File: config.mk
export PLATFORM = sky130hd
export DESIGN_NAME = pong_ball_engine
export DESIGN_NICKNAME = d
export VERILOG_FILES = /design/src/rtl/pong_ball_engine.sv
export SDC_FILE = /design/constraint.sdc
export NUM_CORES = 1
export LEC_CHECK = 0
export ABC_CLOCK_PERIOD_IN_PS = 10100
export CAP_MARGIN = 40
export CORE_AREA = 2 2 113 115
export DETAILED_ROUTE_END_ITERATION = 6
export DIE_AREA = 0 0 115 117
export PLACE_DENSITY_LB_ADDON = 0.2
export RECOVER_POWER = 100
export SYNTH_ARGS = -nofsm -noshare
export SYNTH_HDL_FRONTEND = slang
export SYNTH_SLANG_ARGS = --single-unit
File: constraint.sdc
create_clock -name vga_clk -period 10.1 [get_ports vga_clk]
set_clock_uncertainty 0.2 [all_clocks]
set_input_delay 2.525 -clock vga_clk [delete_from_list [all_inputs] [get_ports vga_clk]]
set_output_delay 2.525 -clock vga_clk [all_outputs]
set_load 0.01 [all_outputs]
File: src/rtl/pong_ball_engine.sv
// Pong ball engine: ball motion, wall/paddle reflection, miss detection,
// score/lives bookkeeping and the registered ball pixel flag.
module pong_ball_engine #(
   parameter int unsigned H_ACTIVE    = 640,
   parameter int unsigned V_ACTIVE    = 480,
   parameter int unsigned BALL_SIZE   = 8,
   parameter int unsigned PAD_X       = 630,
   parameter int unsigned PAD_H       = 70,
   parameter int unsigned STEP        = 2,
   parameter int unsigned TICK_DIV    = 416666,
   parameter int unsigned SERVE_TICKS = 60,
   parameter int unsigned LIVES       = 3
) (
   input  logic        vga_clk,
   input  logic        sys_rst_n,
   input  logic        start,
   input  logic [11:0] paddle_y,
   input  logic [11:0] pix_x,
   input  logic [11:0] pix_y,
   output logic [11:0] ball_x,
   output logic [11:0] ball_y,
   output logic        ball_pix,
   output logic        miss,
   output logic [7:0]  score,
   output logic [1:0]  lives,
   output logic [1:0]  state
);
   localparam int unsigned TW = (TICK_DIV > 1) ? $clog2(TICK_DIV) : 1;
   localparam int unsigned SW = $clog2(SERVE_TICKS + 1);
   localparam logic [11:0] CX = 12'((H_ACTIVE - BALL_SIZE) / 2);
   localparam logic [11:0] CY = 12'((V_ACTIVE - BALL_SIZE) / 2);
   localparam logic [12:0] BS = 13'(BALL_SIZE);
   localparam logic [12:0] ST = 13'(STEP);
   localparam logic [12:0] PX = 13'(PAD_X);
   localparam logic [12:0] PH = 13'(PAD_H);
   localparam logic [12:0] HA = 13'(H_ACTIVE);
   localparam logic [12:0] VA = 13'(V_ACTIVE);

   typedef enum logic [1:0] {
      IDLE  = 2'd0,
      SERVE = 2'd1,
      PLAY  = 2'd2,
      OVER  = 2'd3
   } state_e;

   state_e        state_q, state_d;
   logic [TW-1:0] tcnt_q;
   logic          tick;
   logic [SW-1:0] scnt_q, scnt_d;
   logic          start_q, rise;
   logic [11:0]   bx_q, bx_d, by_q, by_d;
   logic          dx_q, dx_d, dy_q, dy_d;   // 1 = moving towards larger coordinate
   logic [7:0]    score_q, score_d;
   logic [1:0]    lives_q, lives_d;
   logic          miss_q, miss_d;
   logic          pix_q, pix_d;
   logic [12:0]   bx13, by13, px13, py13, pad13, nx, ny;
   logic          ndx, ndy, hit, miss_now;

   assign tick = (tcnt_q == TW'(TICK_DIV - 1));
   assign rise = start & ~start_q;
   assign bx13  = {1'b0, bx_q};
   assign by13  = {1'b0, by_q};
   assign px13  = {1'b0, pix_x};
   assign py13  = {1'b0, pix_y};
   assign pad13 = {1'b0, paddle_y};

   // Candidate move for the next tick, reflections applied in priority order
   always_comb begin
      nx       = dx_q ? bx13 + ST : bx13 - ST;
      ny       = dy_q ? by13 + ST : by13 - ST;
      ndx      = dx_q;
      ndy      = dy_q;
      hit      = 1'b0;
      miss_now = 1'b0;
      if (!dy_q && by13 < ST) begin
         ny  = '0;
         ndy = 1'b1;
      end
      if (dy_q && ny + BS >= VA) begin
         ny  = VA - BS;
         ndy = 1'b0;
      end
      if (!dx_q && bx13 < ST) begin
         nx  = '0;
         ndx = 1'b1;
      end
      if (dx_q && bx13 + BS < PX && nx + BS >= PX &&
          ny < pad13 + PH && ny + BS > pad13) begin
         nx  = PX - BS;
         ndx = 1'b0;
         hit = 1'b1;
      end
      if (ndx && nx + BS >= HA) miss_now = 1'b1;
   end

   always_comb begin
      state_d = state_q;
      scnt_d  = scnt_q;
      bx_d    = bx_q;
      by_d    = by_q;
      dx_d    = dx_q;
      dy_d    = dy_q;
      score_d = score_q;
      lives_d = lives_q;
      miss_d  = 1'b0;
      pix_d   = (state_q != IDLE) &&
                (px13 >= bx13) && (px13 < bx13 + BS) &&
                (py13 >= by13) && (py13 < by13 + BS);
      unique case (state_q)
         IDLE: begin
            bx_d = CX;
            by_d = CY;
            if (rise) begin
               score_d = '0;
               lives_d = 2'(LIVES);
               scnt_d  = '0;
               state_d = SERVE;
            end
         end
         SERVE: begin
            bx_d = CX;
            by_d = CY;
            dx_d = 1'b1;
            dy_d = 1'b1;
            if (!start) begin
               state_d = IDLE;
            end else if (tick) begin
               scnt_d = scnt_q + SW'(1);
               if (scnt_q == SW'(SERVE_TICKS - 1)) state_d = PLAY;
            end
         end
         PLAY: begin
            if (!start) begin
               state_d = IDLE;
               bx_d    = CX;
               by_d    = CY;
            end else if (tick) begin
               if (miss_now) begin
                  miss_d  = 1'b1;
                  bx_d    = CX;
                  by_d    = CY;
                  lives_d = lives_q - 2'd1;
                  scnt_d  = '0;
                  state_d = (lives_q > 2'd1) ? SERVE : OVER;
               end else begin
                  bx_d = nx[11:0];
                  by_d = ny[11:0];
                  dx_d = ndx;
                  dy_d = ndy;
                  if (hit && score_q != 8'hFF) score_d = score_q + 8'd1;
               end
            end
         end
         OVER: begin
            bx_d = CX;
            by_d = CY;
            if (!start) state_d = IDLE;
         end
         default: state_d = IDLE;
      endcase
   end

   always_ff @(posedge vga_clk or negedge sys_rst_n) begin
      if (!sys_rst_n) begin
         state_q <= IDLE;
         tcnt_q  <= '0;
         scnt_q  <= '0;
         start_q <= 1'b0;
         bx_q    <= CX;
         by_q    <= CY;
         dx_q    <= 1'b1;
         dy_q    <= 1'b1;
         score_q <= '0;
         lives_q <= 2'(LIVES);
         miss_q  <= 1'b0;
         pix_q   <= 1'b0;
      end else begin
         state_q <= state_d;
         tcnt_q  <= tick ? '0 : tcnt_q + TW'(1);
         scnt_q  <= scnt_d;
         start_q <= start;
         bx_q    <= bx_d;
         by_q    <= by_d;
         dx_q    <= dx_d;
         dy_q    <= dy_d;
         score_q <= score_d;
         lives_q <= lives_d;
         miss_q  <= miss_d;
         pix_q   <= pix_d;
      end
   end

   assign ball_x   = bx_q;
   assign ball_y   = by_q;
   assign ball_pix = pix_q;
   assign miss     = miss_q;
   assign score    = score_q;
   assign lives    = lives_q;
   assign state    = state_q;
endmodule

* Yosys cells after proc, flatten, opt, wreduce, memory -nomap -nowiden
Cells that the tools add are included.
** Operators by class
- Magnitude comparators :: 13
- Multiplexer cells :: 61
- Add/sub/neg operators :: 15
- Bitwise gates (word level) :: 2
- Equal/unequal tests :: 20
- Reduce and logical (&&, ||, !) cells :: 27
** Operator list (count)
- 2-to-1 mux 13 bit :: 6
- 2-to-1 mux 12 bit :: 6
- adder 13 x 4 -> 13 bit (second input constant) :: 4
- case mux 12 bit (2 select lines) :: 2
- 2-to-1 mux 8 bit :: 5
- 2-to-1 mux 6 bit :: 6
- adder 12 x 2 -> 13 bit (second input constant) :: 2
- adder 12 x 4 -> 13 bit (second input constant) :: 2
- >= comparator 13 x 10 -> 1 bit (second input constant) :: 2
- < comparator 12 x 13 -> 1 bit :: 2
- 2-to-1 mux 2 bit :: 13
- subtractor 12 x 2 -> 13 bit (second input constant) :: 2
- >= comparator 12 bit :: 2
- < comparator 12 x 2 -> 1 bit (second input constant) :: 2
- adder 19 x 1 -> 19 bit (second input constant) :: 1
- == test 19 bit (second input constant) :: 1
- 2-to-1 mux 19 bit :: 1
- != test 2 bit (second input constant) :: 9
- case mux 6 bit (3 select lines) :: 1
- 2-to-1 mux 1 bit :: 16
- case mux 8 bit (2 select lines) :: 1
- != test 3 bit (second input constant) :: 5
- adder 12 x 7 -> 13 bit (second input constant) :: 1
- >= comparator 13 x 9 -> 1 bit (second input constant) :: 1
- 26 further kinds :: 45
** Word-level totals
- Bits of input ports :: 39
- Bits in registers :: 66

* Logic depth before layout (Yosys ltp)
- Depth in word-level cells :: 19
- Depth in mapped cells :: 41
- Mapped depth without buffers :: 37

* Worst setup path before layout
No wires, ideal clock.
- Path kind :: flip-flop to flip-flop
- From :: register by_q[3] (netlist: ball_y[3])
- To :: register scnt_q[0]
- Library setup time :: 0.125 ns
- Data required time :: 9.775 ns
- Path slack :: 2.621 ns
- Arrival :: 7.154 ns
- Clock period less this slack :: 7.479 ns
- Cell stages (with the launch flop) :: 38
- Cell sequence :: dfstp_2 -> inv_1 -> ha_1 -> nor2b_1 -> clkbuf_1 -> o32a_1 -> a311oi_1 -> o21ai_1 -> nor4bb_1 -> mux2_4 -> and2_1 -> o21ai_0 -> buf_2 -> o21ai_0 -> ha_1 -> nand2_1 -> nor2_1 -> xor2_1 -> [... 2 more ...] -> nand4_1 -> o21ai_0 -> o221a_2 -> o21ai_0 -> a21oi_1 -> o311ai_2 -> a21oi_4 -> nand2_1 -> nand2_1 -> ha_1 -> nand4_1 -> nor3_1 -> o31ai_1 -> nand3_1 -> a21oi_2 -> o31ai_2 -> nand2_1 -> mux2_4
** On the way
- Longest elaborated chain between the ends :: 17
- Elaborated cells on any way between the ends :: 23
- Classes of those cells :: add/sub (5); order compare (5); eq/ne (1); mux (6); reduce/logical (6)
** RTL lines
- start: declaration :: line 51 : logic [11:0] bx_q, bx_d, by_q, by_d;
- start signal: assignment :: line 184 : by_q <= by_d;
- subtractor 12 x 2 -> 13 bit, or another cell as far along :: line 71 : ny = dy_q ? by13 + ST : by13 - ST;
- 2-to-1 mux 13 bit or logical AND 1 bit (tied branches) :: line 71, 76
- 2-to-1 mux 13 bit * :: line 76 : if (!dy_q && by13 < ST) begin
- adder 13 x 4 -> 13 bit :: line 80 : if (dy_q && ny + BS >= VA) begin
- >= comparator 13 x 9 -> 1 bit :: line 80
- logical AND 1 bit :: line 80
- 2-to-1 mux 13 bit * :: line 80
- adder 13 x 4 -> 13 bit or < comparator 13 bit (tied branches) :: line 89 : ny < pad13 + PH && ny + BS > pad13) begin
- greater-than comparator 13 x 12 -> 1 bit or logical AND 1 bit (tied branches) :: line 89, 88
- logical AND 1 bit * :: line 89
- 2-to-1 mux 13 bit :: line 88 : if (dx_q && bx13 + BS < PX && nx + BS >= PX &&
- adder 13 x 4 -> 13 bit :: line 94 : if (ndx && nx + BS >= HA) miss_now = 1'b1;
- >= comparator 13 x 10 -> 1 bit :: line 94
- logical AND 1 bit * :: line 94
- 2-to-1 mux 1 bit * :: line 94
- != test 2 bit (no source line) *
- AND reduction 7 bit (no source line) *
- end signal: assignment :: line 181 : scnt_q <= scnt_d;
- end: declaration :: line 49 : logic [SW-1:0] scnt_q, scnt_d;
Mark *: on every way between the ends. The rest lies on a longest branch, timed or not.
A chain may end at the register's enable or synchronous reset.

* Final worst setup path
Same ends and word-level chain as after synthesis.

==> flow_summary_export.csv <==
group,metric,value,unit
outcome,outcome,"complete, but fails checks",
outcome,violations,"capacitance limit, slew limit",
synth,syn_inst,837,
sta,rsz0062_at_grt,"no",
sta,max-slew-margin-rel,-1.45,
synth,ys_ff_latch,66,
floorplan,core_area,12300,µm²
sta,fin_setup_tns,0,ns
routing,vias,6728,
worst_setup_path,cp-start-kind,"register",
floorplan,num_io_pins,77,
synth,synth.distinct_cells,87,
flow_run,drv_cap,1,
clock_tree,cts_buffers,9,
routing,vias_per_cell,6.37,
synth,synth_area_leaders,"dfrtp_1 19%, ha_1 16%, xnor2_1 5.7%",
clock_tree,clk_pin_slew_worst_paths,0.05,ns
placement,dpl.hpwl,14500,µm
synth,synth_area,6950,µm²
worst_setup_path,path_delay_family,"compound AO/OA/AOI/OAI gates",
synth,synth-main-ff-cell,"dfrtp_1",
sta,setup-violations-final,0,
clock_tree,post-cts-setup-buffers,0,
global_routing,grt_pass1_vias,6590,
power_and_ir_drop,p_per_area,84.8,nW/µm²
floorplan,rows,41,
synth,synthArstFlopShare,1.00,
routing,ant_nets,0,
sta,min_period,8.89,ns
clock_tree,clkLatencyLatePin,0.35,ns
clock_tree,htreeDepth,3,
floorplan,die_h,117,µm
global_routing,antenna_found_initial,0,
synth,synthesis.nets,964,
placement,gp_congestion,0.981,
sta,hold_violations,0,
floorplan,start_util,0.565,
final_layout,areaGrowthSynthToFinish,15.9,%
hold_path,min_path_type,"register to register",
floorplan,dieArea,13500,µm²
power_and_ir_drop,ir_worst_vdd,0.117,mV
clock_tree,cts_tree,"done",
placement,numPortBuffers,76,
clock_tree,cts_buffer_depth,2,
routing,drt_iter0_markers,514,
routing,drcViolationCount,0,
sta,worst_pin_slew,3.67,ns
sta,max_freq,0.113,GHz
worst_setup_path,cpMaxStageDelayCell,"dfstp_1",
worst_setup_path,cp_data_arrival_time,8.91,ns
power_and_ir_drop,power.leakage,3.51,nW
final_layout,fin_nets,1030,
worst_setup_path,worstPathRequired,10.12,ns
worst_setup_path,crit_type,"register to register",
global_routing,grt_overflow_total,0,
routing,post_drt_wl_per_cell,17.9,µm
global_routing,gr-usage-all-layers,0.293,
sta,finalCritPeriodShare,0.880,
worst_setup_path,worstSetupEndpointType,"register",
routing,firstDrtPassIters,5,
placement,dp_slack,1.58,ns
clock_tree,cts_sinks,66,
final_layout,diodes,0,
final_layout,nFillCells,1026,
synth,syn_area_per_cell,8.30,µm²
sta,setup_slack,1.21,ns
clock_tree,cts_resized,0,
final_layout,layout-drive-gt1-share,0.0628,
synth,synth.top_cell.area_share,0.187,
worst_setup_path,critPathBufInv,1,
synth,yosys_warnings,0,
clock_tree,hold_buffers,0,
worst_setup_path,slowest_delay,0.70,ns
routing,wirelength,18900,µm
synth,synth_edf_count,0,
global_routing,grt_max_degree,67,
floorplan,fp.dieW,115,µm
synth,yosysSeqAreaShare,0.240,
sta,maxSlewViolCount,67,
worst_setup_path,cp_max_fo,10,
clock_tree,cts_root_buf,"clkbuf_16",
global_routing,grt_pass1_wl,31700,µm
synth,synth_largest_area_cell,"dfrtp_1",
-- worst paths after layout --
check                                           start                     to  slack (ns)  depth (start not counted)
worst min-delay path              tcnt_q[0]$_DFF_PN0_    tcnt_q[0]$_DFF_PN0_        0.30                          1
min in group asynchronous                   sys_rst_n  ball_x[7]$_DFFE_PN0N_        3.46                          3
worst min register to register    tcnt_q[0]$_DFF_PN0_    tcnt_q[0]$_DFF_PN0_        0.30                          1
worst max-delay path            ball_y[3]$_DFFE_PN1N_  scnt_q[0]$_DFFE_PN0P_        1.21                         35
worst max register to register  ball_y[3]$_DFFE_PN1N_  scnt_q[0]$_DFFE_PN0P_        1.21                         35
max in group asynchronous                   sys_rst_n   tcnt_q[18]$_DFF_PN0_        4.17                          3
-- layer usage --
metal | global-route usage | share of wire
met5 | 0 | 0
met1 | 0.381 | 0.43
met4 | 0.119 | 0.028
met2 | 0.486 | 0.47
met3 | 0.0536 | 0.067
-- cell families after synthesis --
group	synth area share
xor gates and xnor gates	0.0769
muxes	0.0212
DFF	0.240
adders and majority gates	0.158
buffers and inverters	0.0547
AOI/OAI and AO/OA	0.190
and+or+nand+nor	0.259
-- layout by cell type (no fill, tap or decap), types with 20 or more instances in the layout --
cell	synthesis	layout
clkdlybuf4s50_1	0	41
a21oi_1	32	33
dlygate4sd3_1	0	34
nand4_1	20	20
o21ai_0	37	39
inv_1	61	61
nand3_1	44	45
dfrtp_1	52	52
nand2_1	68	69
nor3_1	27	27
nor2_1	74	74
ha_1	88	88
xnor2_1	45	45
-- state kept, by name, indices dropped and copies added (netlist names) --
name      count
state         2
ball_x       12
dx_q          1
start_q       1
scnt_q        6
ball_pix      1
ball_y       12
dy_q          1
lives         2
tcnt_q       19
miss          1
score         8
-- where the power goes --
group / switching, mW / internal, mW
clock: 0.115 / 0.228
combinational: 0.0362 / 0.0347
sequential: 0.00202 / 0.266
total: 0.153 / 0.529
-- cells in the mapped netlist, drive strengths merged (4+ instances only) --
| cell | n |
|---|---|
| ha | 88 |
| inv | 61 |
| and2 | 7 |
| a21o | 17 |
| dfstp | 14 |
| a21oi | 36 |
| and3 | 10 |
| nor2b | 10 |
| mux2i | 8 |
| xnor2 | 45 |
| mux2 | 5 |
| or3 | 9 |
| a22oi | 6 |
| or4 | 10 |
| nor3 | 31 |
| clkbuf | 15 |
| nor2 | 74 |
| nand4 | 22 |
| nand2 | 70 |
| a2bb2oi | 7 |
| a31oi | 8 |
| nor4 | 20 |
| a211oi | 10 |
| o21a | 12 |
| buf | 13 |
| or2 | 6 |
| nand3 | 45 |
| nand2b | 5 |
| o2111ai | 4 |
| dfrtp | 52 |
| xor2 | 16 |
| o22ai | 4 |
| nor4b | 4 |
| o21ai | 41 |
-- per-stage QoR --
| stage | std cells | power, mW | hold WS [ns] | utilization | area (µm²) |
|---|---|---|---|---|---|
| final | 1057 | 0.683 | 0.305 | 0.654 | 8050 |
| after global placement | 1039 | 0.341 | 0.279 | 0.631 | 7770 |
| after global routing | 1057 | 0.706 | 0.334 | 0.654 | 8050 |
| after floorplan | 837 | 0.309 | 0.261 | - | 6950 |
| after CTS | 1057 | 0.688 | 0.310 | 0.661 | 8140 |
| after detailed placement | 1042 | 0.346 | 0.303 | 0.635 | 7820 |
-- cell type report --
cell class                 instances  area (µm²)  share of cell area
sequential                        66        1670               0.207
tap                              150         188              0.0233
clock inverter                     2        60.1             0.00746
inverter                          61         229              0.0284
timing repair buffer              83         801              0.0994
multi-input combinational        682        4850               0.602
clock buffer                      13         260              0.0323
No activity file was read; power rests on OpenSTA's default activity.
